--- config.mk ---
export PLATFORM = sky130hd
export DESIGN_NAME = vector_register_file
export DESIGN_NICKNAME = d
export VERILOG_FILES = /design/src/rtl/vrf_pkg.sv /design/src/rtl/vrf_lane_bank.sv /design/src/rtl/vector_register_file.sv
export SDC_FILE = /design/constraint.sdc
export NUM_CORES = 1
export LEC_CHECK = 0
export ABC_AREA = 1
export BUFFER_PORTS_ARGS = -buffer_cell sky130_fd_sc_hd__buf_2
export CAP_MARGIN = 20
export CORE_ASPECT_RATIO = 2
export CORE_MARGIN = 2
export CORE_UTILIZATION = 25
export DETAILED_ROUTE_END_ITERATION = 7
export PLACE_DENSITY = 0.5
export SLEW_MARGIN = 20
export SYNTH_ARGS = -nofsm -noshare
export SYNTH_HDL_FRONTEND = slang
export SYNTH_SLANG_ARGS = --single-unit
--- constraint.sdc ---
create_clock -name clk -period 3.3 [get_ports clk]
set_input_delay 0.825 -clock clk [delete_from_list [all_inputs] [get_ports clk]]
set_output_delay 0.825 -clock clk [all_outputs]
set_load 0.01 [all_outputs]
--- src/rtl/vrf_pkg.sv ---
// Shared definitions for the vector register file.
// Holds the default vector geometry and the element type used by the
// storage banks and by anything that talks to the register file.
package vrf_pkg;

  localparam int unsigned LANES_DEF  = 4;
  localparam int unsigned ELEM_W_DEF = 8;

  // One vector element at the default element width.
  typedef logic [ELEM_W_DEF-1:0] elem_t;

endpackage : vrf_pkg

--- src/rtl/vrf_lane_bank.sv ---
// One lane slice of the vector register file: REG_QTY elements of ELEM_W
// bits, one write port and two combinational read ports.
// Optional feature: define VRF_BYPASS_EN to forward the write data onto a
// read port that selects the register being written in the same cycle.
module vrf_lane_bank
  import vrf_pkg::*;
#(
  parameter int unsigned REG_QTY  = 8,
  parameter int unsigned ELEM_W   = ELEM_W_DEF,
  parameter int unsigned SEL_W    = $clog2(REG_QTY),
  parameter int unsigned ZERO_REG = 1
) (
  input  logic              clk,
  input  logic              reset,
  input  logic              wr_en,
  input  logic [SEL_W-1:0]  wr_sel,
  input  logic [ELEM_W-1:0] wr_data,
  input  logic [SEL_W-1:0]  rd_sel1,
  input  logic [SEL_W-1:0]  rd_sel2,
  output logic [ELEM_W-1:0] rd_data1,
  output logic [ELEM_W-1:0] rd_data2
);

  logic [ELEM_W-1:0] mem_q [REG_QTY];
  logic              wr_ok;

  // Qualify the write: register 0 is read-only when it is the zero register.
  always_comb begin
    wr_ok = wr_en;
    if ((ZERO_REG != 0) && (wr_sel == '0)) begin
      wr_ok = 1'b0;
    end
  end

  // Element storage with synchronous clear of every entry.
  // NOTE: the array is reset because a cleared register file is part of the
  // architectural reset state; this keeps it out of plain RAM macros.
  always_ff @(posedge clk) begin
    if (!reset) begin
      for (int r = 0; r < int'(REG_QTY); r++) begin
        mem_q[r] <= '0;
      end
    end else if (wr_ok) begin
      mem_q[wr_sel] <= wr_data;
    end
  end

  // Combinational read ports with zero-register masking and optional bypass.
  // NOTE: every output gets a default first so no path leaves it unassigned
  // and no latch is inferred.
  always_comb begin
    rd_data1 = mem_q[rd_sel1];
    rd_data2 = mem_q[rd_sel2];
    if ((ZERO_REG != 0) && (rd_sel1 == '0)) rd_data1 = '0;
    if ((ZERO_REG != 0) && (rd_sel2 == '0)) rd_data2 = '0;
`ifdef VRF_BYPASS_EN
    // wr_ok already excludes the zero register, so r0 is never forwarded.
    if (wr_ok && (rd_sel1 == wr_sel)) rd_data1 = wr_data;
    if (wr_ok && (rd_sel2 == wr_sel)) rd_data2 = wr_data;
`else
    // Without forwarding a read in the write cycle returns the old contents.
`endif
  end

endmodule : vrf_lane_bank

--- src/rtl/vector_register_file.sv ---
// Vector register file with per-lane write masking, two read ports and a
// busy scoreboard for tracking registers with an outstanding producer.
// Optional feature: define VRF_BYPASS_EN for same-cycle write-to-read
// forwarding (implemented inside vrf_lane_bank).
module vector_register_file
  import vrf_pkg::*;
#(
  parameter int unsigned LANES    = LANES_DEF,
  parameter int unsigned ELEM_W   = ELEM_W_DEF,
  parameter int unsigned REG_QTY  = 8,
  parameter int unsigned SEL_W    = $clog2(REG_QTY),
  parameter int unsigned ZERO_REG = 1
) (
  input  logic                    clk,
  input  logic                    reset,
  input  logic                    regWrEn,
  input  logic [SEL_W-1:0]        regToWrite,
  input  logic [LANES-1:0]        laneMask,
  input  logic [LANES*ELEM_W-1:0] dataIn,
  input  logic [SEL_W-1:0]        rSel1,
  input  logic [SEL_W-1:0]        rSel2,
  output logic [LANES*ELEM_W-1:0] reg1Out,
  output logic [LANES*ELEM_W-1:0] reg2Out,
  input  logic                    reserveEn,
  input  logic [SEL_W-1:0]        reserveSel,
  output logic                    busy1,
  output logic                    busy2,
  output logic                    reserveErr
);

  // ---------------------------------------------------------------------
  // Storage: one bank per lane, each written only when its mask bit is set.
  // ---------------------------------------------------------------------
  for (genvar i = 0; i < int'(LANES); i++) begin : g_lane
    vrf_lane_bank #(
      .REG_QTY  (REG_QTY),
      .ELEM_W   (ELEM_W),
      .SEL_W    (SEL_W),
      .ZERO_REG (ZERO_REG)
    ) u_bank (
      .clk      (clk),
      .reset    (reset),
      .wr_en    (regWrEn & laneMask[i]),
      .wr_sel   (regToWrite),
      .wr_data  (dataIn[i*ELEM_W +: ELEM_W]),
      .rd_sel1  (rSel1),
      .rd_sel2  (rSel2),
      .rd_data1 (reg1Out[i*ELEM_W +: ELEM_W]),
      .rd_data2 (reg2Out[i*ELEM_W +: ELEM_W])
    );
  end

  // ---------------------------------------------------------------------
  // Busy scoreboard and reserve-error flag.
  // ---------------------------------------------------------------------
  logic [REG_QTY-1:0] busy_q, busy_d;
  logic               err_q, err_d;
  logic               res_zero;
  logic               res_hits_write;

  assign res_zero       = (ZERO_REG != 0) && (reserveSel == '0);
  assign res_hits_write = regWrEn && (regToWrite == reserveSel);

  // Next busy state: a write retires the producer, a reserve (applied last so
  // it wins on a collision) marks a new one; r0 never goes busy.
  always_comb begin
    busy_d = busy_q;
    if (regWrEn) busy_d[regToWrite] = 1'b0;
    if (reserveEn && !res_zero) busy_d[reserveSel] = 1'b1;
    if (ZERO_REG != 0) busy_d[0] = 1'b0;

    // Reserving a register that is still busy is an error, unless the same
    // cycle's write retires the old producer.
    err_d = reserveEn && !res_zero && busy_q[reserveSel] && !res_hits_write;
  end

  // Scoreboard state register with synchronous active-low reset.
  // NOTE: non-blocking assignments here so every flop samples the values
  // from before the edge, independent of statement order.
  always_ff @(posedge clk) begin
    if (!reset) begin
      busy_q <= '0;
      err_q  <= 1'b0;
    end else begin
      busy_q <= busy_d;
      err_q  <= err_d;
    end
  end

  assign busy1      = busy_q[rSel1];
  assign busy2      = busy_q[rSel2];
  assign reserveErr = err_q;

endmodule : vector_register_file

==> results by group, run 1 <==
Synth
  • Mux contribution to synthesized area: 0%
  • Most numerous cell in the Yosys netlist: nand2_1
  • Mapped cell area: 15400 µm²
  • Synth top cells by count: 657 x nand2_1, 345 x nor2_1, 324 x inv_1, 256 x edfxtp_1, 194 x nand3_1
  • Area share of fa/ha/maj cells after synthesis: 0%
  • Top post-synthesis cells by area: edfxtp_1 50%, nand2_1 16%, nor2_1 8.4%
  • Largest family of logic cells by synthesized area: simple AND/OR/NAND/NOR gates
  • Unique cell type count in the Yosys netlist: 20
  • Syn Inst Count: 2108
  • Asr flop ratio synth: 0%
  • Synth Area in Simple Gates: 32.1%
  • Post-synth top area share: 49.8%
  • Post-synth EDFFs: 256
  • Compound-cell area share of the yosys netlist: 5.92%
  • #FFs+latches synth: 264
  • Synth Flop Type: edfxtp_1
  • YS warnings: 0
  • Seq/Total Area, Yosys: 50.9%
  • Avg Inst Size Synth: 7.32 µm²
  • Yosys top cell by area: edfxtp_1
  • Post-Synth XOR/XNOR Area: 0%

Power and ir drop
  • Clock power frac: 34.0%
  • Max IR drop VDD: 336 µV
  • Sequential share of power: 49.6%
  • P_leak: 8.60 nW
  • Gate power share: 16.4%
  • Internal power: 5.65 mW
  • Net switching power: 2.34 mW
  • Sw Ratio: 29.3%
  • PwrDens: 447 nW/µm²

Timing
  • Slew @ Worst Pin: 0.573 ns
  • Slew HR: 61.7%
  • Fmax: 0.323 GHz
  • Hold Slack: 0.496 ns
  • RSZ-0062 raised after global routing: no
  • Worst Slack Setup Final: 0.203 ns
  • Hold Vio Cnt, Final: 0
  • Final setup fails: 0
  • Final worst-path cycle share: 93.8%
  • Clock skew: 0.00822 ns
  • TNS Setup: 0 ns
  • Fin crit period: 3.10 ns
  • Count of pins over their slew limit: 0

Clock network
  • Clock transition at the registers of the reported paths: 0.07 ns
  • CTS sink count: 264
  • Post-CTS setup buffers: 0
  • Total CTS buffers: 23
  • Clock latency on the worst-skew pair: 0.57 ns
  • CTS max path bufs: 3
  • CTS tree: yes
  • Post_cts resized: 0
  • Root buf cell: clkbuf_16
  • CTS Hold Bufs: 0
  • H-tree Lvls: 1

Setup path
  • CP max FO: 20
  • Cell mode on critical path: nand2_1
  • CP required: 2.47 ns
  • Element type at the critical path start: input pin
  • CP max-delay cell: buf_4
  • Critical setup path kind: input pin to output pin
  • Worst setup EP type: output pin
  • Cell Chain, Critical Path: buf_2 -> inv_2 -> buf_4 -> nand2_1 -> o21ai_1 -> nand2_1 -> nand2_1 -> buf_2
  • Worst EP arrival: 2.27 ns
  • Max incr delay on CP: 0.34 ns
  • CP bufs+invs: 4
  • CP delay by family, top: buffers and inverters

Route
  • Post-DR wirelength/cell: 18.2 µm
  • WL met2: 30.0 mm
  • Met3 WL: 2.17 mm
  • Post-route DRC: 0
  • Initial drt markers: 936
  • DRT Wirelength: 54.8 mm
  • Top Layer Used: met5
  • Post-DRT Antenna Nets: 0
  • Metal1 wirelength: 19.2 mm
  • Via count: 13900
  • First-pass DRT Iterations: 6
  • Via density: 4.61

Placed design
  • Post-place setup slack: 0.219 ns
  • GP Congestion: 0.922
  • I/O Buffers: 118
  • Inst Count DP: 2976
  • Final HPWL DP: 39.4 mm

Final layout
  • Post-Layout Cell Count: 3017
  • Layout cells sized above 1: 10.7%
  • Post-layout net count: 2273
  • Area delta synth->final: 15.7%
  • Filler cell count in the final layout: 6577
  • Inserted Diodes: 0

Die
  • Rows: 128
  • # IOs: 119
  • Core Area: 61000 µm²
  • DIE WIDTH: 180 µm
  • Die H: 355 µm
  • Die Area: 63800 µm²
  • Effective utilization at floorplan: 25.3%

Global routing
  • Largest net degree at the start of global routing: 84
  • Number of global-route vias before repair: 13900
  • Grt total ovfl: 0
  • Initial antenna violation count: 1
  • GRT Util Overall: 16.8%
  • Global-route wire length before repair: 81.2 mm

Outcome
  • Status: complete, no violations

Min path
  • Tightest Hold Check Type: register to register

Run
  • Max-Cap Viols: 0
==> state kept, by name (all words and copies together), names as in the netlist <==
signal,count
reserveErr,1
g_lane.u_bank.mem_q,256
busy_q,7
==> per-stage QoR <==
| step | util [%] | total power, mW | area, µm² |
|---|---|---|---|
| floorplan | - | 4.80 | 15500 |
| global placement | 28.1 | 5.35 | 17100 |
| detailed placement | 28.1 | 5.36 | 17100 |
| CTS | 29.2 | 8.06 | 17800 |
| global route | 29.2 | 8.31 | 17800 |
| finish | 29.2 | 7.98 | 17800 |
==> power by group through the flow <==
stage          Clock, mW  Combinational [mW]  Sequential (mW)
2_1_floorplan          0               0.802             4.00
3_3_place_gp           0                1.32             4.03
3_5_place_dp           0                1.32             4.04
4_1_cts             2.77                1.33             3.96
5_1_grt             2.86                1.46             3.98
6_report            2.71                1.31             3.96
==> worst reg2reg max path: cells and delay by family, from the launching register on <==
family	cells	cell delay, ns
flip-flops	1	0.34
buffers and inverters	1	0.06
AND/OR/NAND/NOR	5	0.41
==> path summary, 6_finish.rpt <==
kind                            to            startpoint  cells after the start  slack, ns
max                    reg1Out[11]              rSel1[1]                      8       0.20
min           busy_q[4]$_SDFF_PN0_  busy_q[4]$_SDFF_PN0_                      2       0.50
max reg2reg  reserveErr$_SDFF_PN0_  busy_q[2]$_SDFF_PN0_                      6       2.38
min reg2reg   busy_q[4]$_SDFF_PN0_  busy_q[4]$_SDFF_PN0_                      2       0.50
==> area by class of cell <==
type	count	area, µm²	area share (%)
Timing Repair Buffer	163	1100	6.14
Clock inverter	15	124	0.694
Inverter	326	1230	6.87
Tap cell	780	976	5.47
Clock buffer	26	587	3.29
Sequential cell	264	7850	44.0
Multi-Input combinational cell	1443	5990	33.6
==> routing by layer <==
metal  vias up  global-route usage (%)
met5         -                       0
met2       481                    32.9
met1      6503                    16.5
met3       174                    1.64
met4         2                    10.8
li1       6757                       -
==> layout by cell type, fill, tap and decap left out, types with 3 or more instances in the layout <==
| cell type | instances |
|---|---|
| a21oi_1 | 8 |
| buf_12 | 13 |
| buf_2 | 116 |
| buf_4 | 34 |
| clkbuf_1 | 3 |
| clkbuf_16 | 23 |
| clkinv_2 | 6 |
| clkinvlp_4 | 3 |
| conb_1 | 32 |
| dfxtp_1 | 8 |
| edfxtp_1 | 256 |
| inv_1 | 321 |
| inv_2 | 3 |
| nand2_1 | 657 |
| nand2_2 | 28 |
| nand3_1 | 193 |
| nor2_1 | 345 |
| nor2_2 | 5 |
| o211ai_1 | 3 |
| o21ai_0 | 116 |
| o21ai_1 | 54 |
==> cells by family (layout without fill, tap and decap cells) <==
| group | count (synthesis) | after routing |
|---|---|---|
| and+or+nand+nor | 1230 | 1230 |
| buffers and inverters | 432 | 530 |
| other | 1 | 32 |
| AOI/OAI and AO/OA | 181 | 181 |
| DFF | 264 | 264 |
Note: power is estimated with default switching activity, not from simulation.
==> run 2: changes to the inputs <==
ABC_AREA = unset   (was 1)
==> run 2 against run 1 <==
Setup slack lost 0.14 ns. Fmax shrank 4.2%. Highest routed layer unchanged. Clock skew decreased by 0.0043 ns.
==> results by group, run 2 <==
Timing
  • Final worst-path cycle share: 98.0% (+4.2 points)
  • Final setup fails: 0 (unchanged)
  • Slew HR: 42.4% (-19 points)
  • RSZ-0062 raised after global routing: no
  • Slew @ Worst Pin: 0.861 ns (+0.288 ns)
  • Fin crit period: 3.23 ns (+0.137 ns)
  • Clock skew: 0.00388 ns (-0.00434 ns)
  • Fmax: 0.309 GHz (-4.2%)
  • Count of pins over their slew limit: 0 (unchanged)
  • Hold Slack: 0.511 ns (+0.0148 ns)
  • Worst Slack Setup Final: 0.0656 ns (-0.137 ns)
  • Hold Vio Cnt, Final: 0 (unchanged)
  • TNS Setup: 0 ns (unchanged)

Synth
  • #FFs+latches synth: 232 (-12%)
  • Post-synth EDFFs: 224 (-13%)
  • YS warnings: 0 (unchanged)
  • Avg Inst Size Synth: 12.6 µm² (+72%)
  • Unique cell type count in the Yosys netlist: 43 (+110%)
  • Synth Flop Type: edfxtp_1
  • Synth top cells by count: 224 x and2_1, 224 x edfxtp_1, 97 x mux2_2, 58 x nor2_1, 55 x o21ai_0
  • Syn Inst Count: 1007 (-52%)
  • Asr flop ratio synth: 0% (unchanged)
  • Mapped cell area: 12700 µm² (-18%)
  • Post-synth top area share: 53.1% (+3.2 points)
  • Top post-synthesis cells by area: edfxtp_1 53%, and2_1 11%, mux2_2 8.6%
  • Seq/Total Area, Yosys: 54.3% (+3.5 points)
  • Yosys top cell by area: edfxtp_1
  • Synthesized Nets: 1059

Global routing
  • Number of global-route vias before repair: 9422 (-32%)
  • Initial antenna violation count: 7 (+6)
  • Grt total ovfl: 0 (unchanged)
  • Global-route wire length before repair: 62.4 mm (-23%)
  • GRT Util Overall: 16.3% (-0.51 points)
  • Largest net degree at the start of global routing: 36 (-57%)

Placed design
  • Final HPWL DP: 31.3 mm (-20%)
  • GP Congestion: 0.791 (-14%)
  • Post-place setup slack: 0.0863 ns (-0.132 ns)
  • I/O Buffers: 118 (unchanged)
  • Placed Instance Area: 14500 µm² (-15%)

Setup path
  • Cell mode on critical path: buf_4
  • Element type at the critical path start: input pin
  • CP max FO: 12 (-40%)
  • Worst EP arrival: 2.41 ns (+0.14 ns)
  • CP delay by family, top: buffers and inverters
  • CP bufs+invs: 3 (-1)
  • Critical path depth in cells: 6 (-2)
  • Worst reg2reg path depth: 4 (-2)
  • CP required: 2.47 ns (about the same)
  • Cell Chain, Critical Path: buf_4 -> nor2b_4 -> buf_4 -> a22oi_1 -> o21ai_0 -> buf_2
  • Critical setup path kind: input pin to output pin
  • Worst setup EP type: output pin
  • RR Startpoint: busy_q[4]$_SDFF_PN0_
  • CP Launch Point: rSel2[1]
  • CP max-delay cell: nor2b_4
  • Max incr delay on CP: 0.49 ns (+0.15 ns)

Power and ir drop
  • PwrDens: 470 nW/µm² (+5.1%)
  • Net switching power: 1.86 mW (-20%)
  • Gate power share: 14.4% (-2.0 points)
  • Internal power: 5.30 mW (-6.2%)
  • Max IR drop VDD: 302 µV (-10%)
  • P_leak: 5.43 nW (-37%)
  • Total power: 7.16 mW (-10%)
  • Clock power frac: 36.9% (+2.9 points)
  • Sequential share of power: 48.7% (-0.9 points)
  • Sw Ratio: 26.0% (-3.3 points)

Clock network
  • Root buf cell: clkbuf_16
  • CTS Hold Bufs: 0 (unchanged)
  • CTS tree: yes
  • Clock transition at the registers of the reported paths: 0.07 ns (about the same)
  • CTS sink count: 232 (-12%)
  • H-tree Lvls: 1 (unchanged)
  • Clock latency on the worst-skew pair: 0.54 ns (-0.03 ns)
  • Post_cts resized: 0 (unchanged)
  • Total CTS buffers: 21 (-8.7%)
  • CTS max path bufs: 3 (unchanged)
  • Post-CTS setup buffers: 0 (unchanged)

Die
  • # IOs: 119 (unchanged)
  • Die H: 322 µm (-9.3%)
  • Die Area: 52600 µm² (-18%)
  • Rows: 116 (-9.4%)
  • DIE WIDTH: 163 µm (-9.2%)
  • Core Area: 50100 µm² (-18%)
  • Effective utilization at floorplan: 25.3% (+0.028 points)

Run
  • Max-Cap Viols: 0 (unchanged)

Final layout
  • Area delta synth->final: 20.2%
  • Post-layout net count: 1213 (-47%)
  • Layout cells sized above 1: 32.5% (+22 points)
  • Biggest register: g_lane.u_bank.mem_q
  • Max reg flops: 224 (-13%)
  • Most frequent cells in the layout: 224 x and2_1, 224 x edfxtp_1, 115 x buf_2, 97 x mux2_2, 77 x buf_4
  • Fin area: 15200 µm² (-15%)

Route
  • Post-DR wirelength/cell: 23.7 µm (+30%)
  • Post-DRT Antenna Nets: 0 (unchanged)
  • Post-route DRC: 0 (unchanged)
  • Via count: 9003 (-35%)
  • Initial drt markers: 585 (-38%)
  • First-pass DRT Iterations: 7 (+1)
  • Via density: 4.93 (+6.9%)
  • DRT Wirelength: 43.3 mm (-21%)

Outcome
  • Status: complete, no violations

Min path
  • Hold depth: 2 (unchanged)
  • Hold path start: busy_q[4]$_SDFF_PN0_
  • Tightest Hold Check Type: register to register
-- run 2: path summary, 6_finish.rpt --
check | endpoint | slack, ns
worst min-delay path | busy_q[4]$_SDFF_PN0_ | 0.51
worst max register to register | reserveErr$_SDFF_PN0_ | 2.15
worst max-delay path | reg2Out[18] | 0.07
worst min register to register | busy_q[4]$_SDFF_PN0_ | 0.51
-- run 2: logic make-up after synthesis --
| kind of cell | Yosys count | synth area share [%] |
|---|---|---|
| AND/OR/NAND/NOR | 351 | 16.0 |
| flip-flops | 232 | 54.3 |
| AO/OA/AOI/OAI | 206 | 11.2 |
| multiplexers | 134 | 15.0 |
| buffers and inverters | 81 | 3.26 |
| XOR/XNOR | 3 | 0.207 |
-- run 2: layout make-up --
class                   instances  area, µm²
fillers                      5064      34800
flip-flops and latches        232       6890
multi-input cells             694       5380
repair buffers                204       1390
well taps                     649        812
clock buffers                  26        564
clock inverters                12        153
inverters                       8       30.0
diodes                          1       2.50
-- run 2: routing by layer --
layer,up-vias,share of wire [%],global-route usage (%)
li1,4117,-,-
met4,12,3.9,7.00
met2,241,55,31.5
met3,86,4.2,2.38
met1,4547,37,17.0
met5,-,0.16,0
-- run 2: per-stage QoR --
step / cells / utilization, %
2_1_floorplan: 1007 / -
3_3_place_gp: 1787 / 29.0
3_5_place_dp: 1787 / 29.0
4_1_cts: 1825 / 30.4
5_1_grt: 1826 / 30.4
6_report: 1826 / 30.4
-- run 2: tightest hold or removal path, stage by stage (launching register included) --
cell and delay, ns:
dfxtp_1 0.33, o31ai_1 0.07, a21oi_1 0.06
-- run 2: power groups by stage --
stage | clock network (mW) | logic, mW | registers, mW
6_report | 2.64 | 1.03 | 3.48
5_1_grt | 2.77 | 1.11 | 3.50
4_1_cts | 2.70 | 1.05 | 3.48
3_5_place_dp | 0 | 1.05 | 3.55
3_3_place_gp | 0 | 1.04 | 3.54
2_1_floorplan | 0 | 0.594 | 3.51
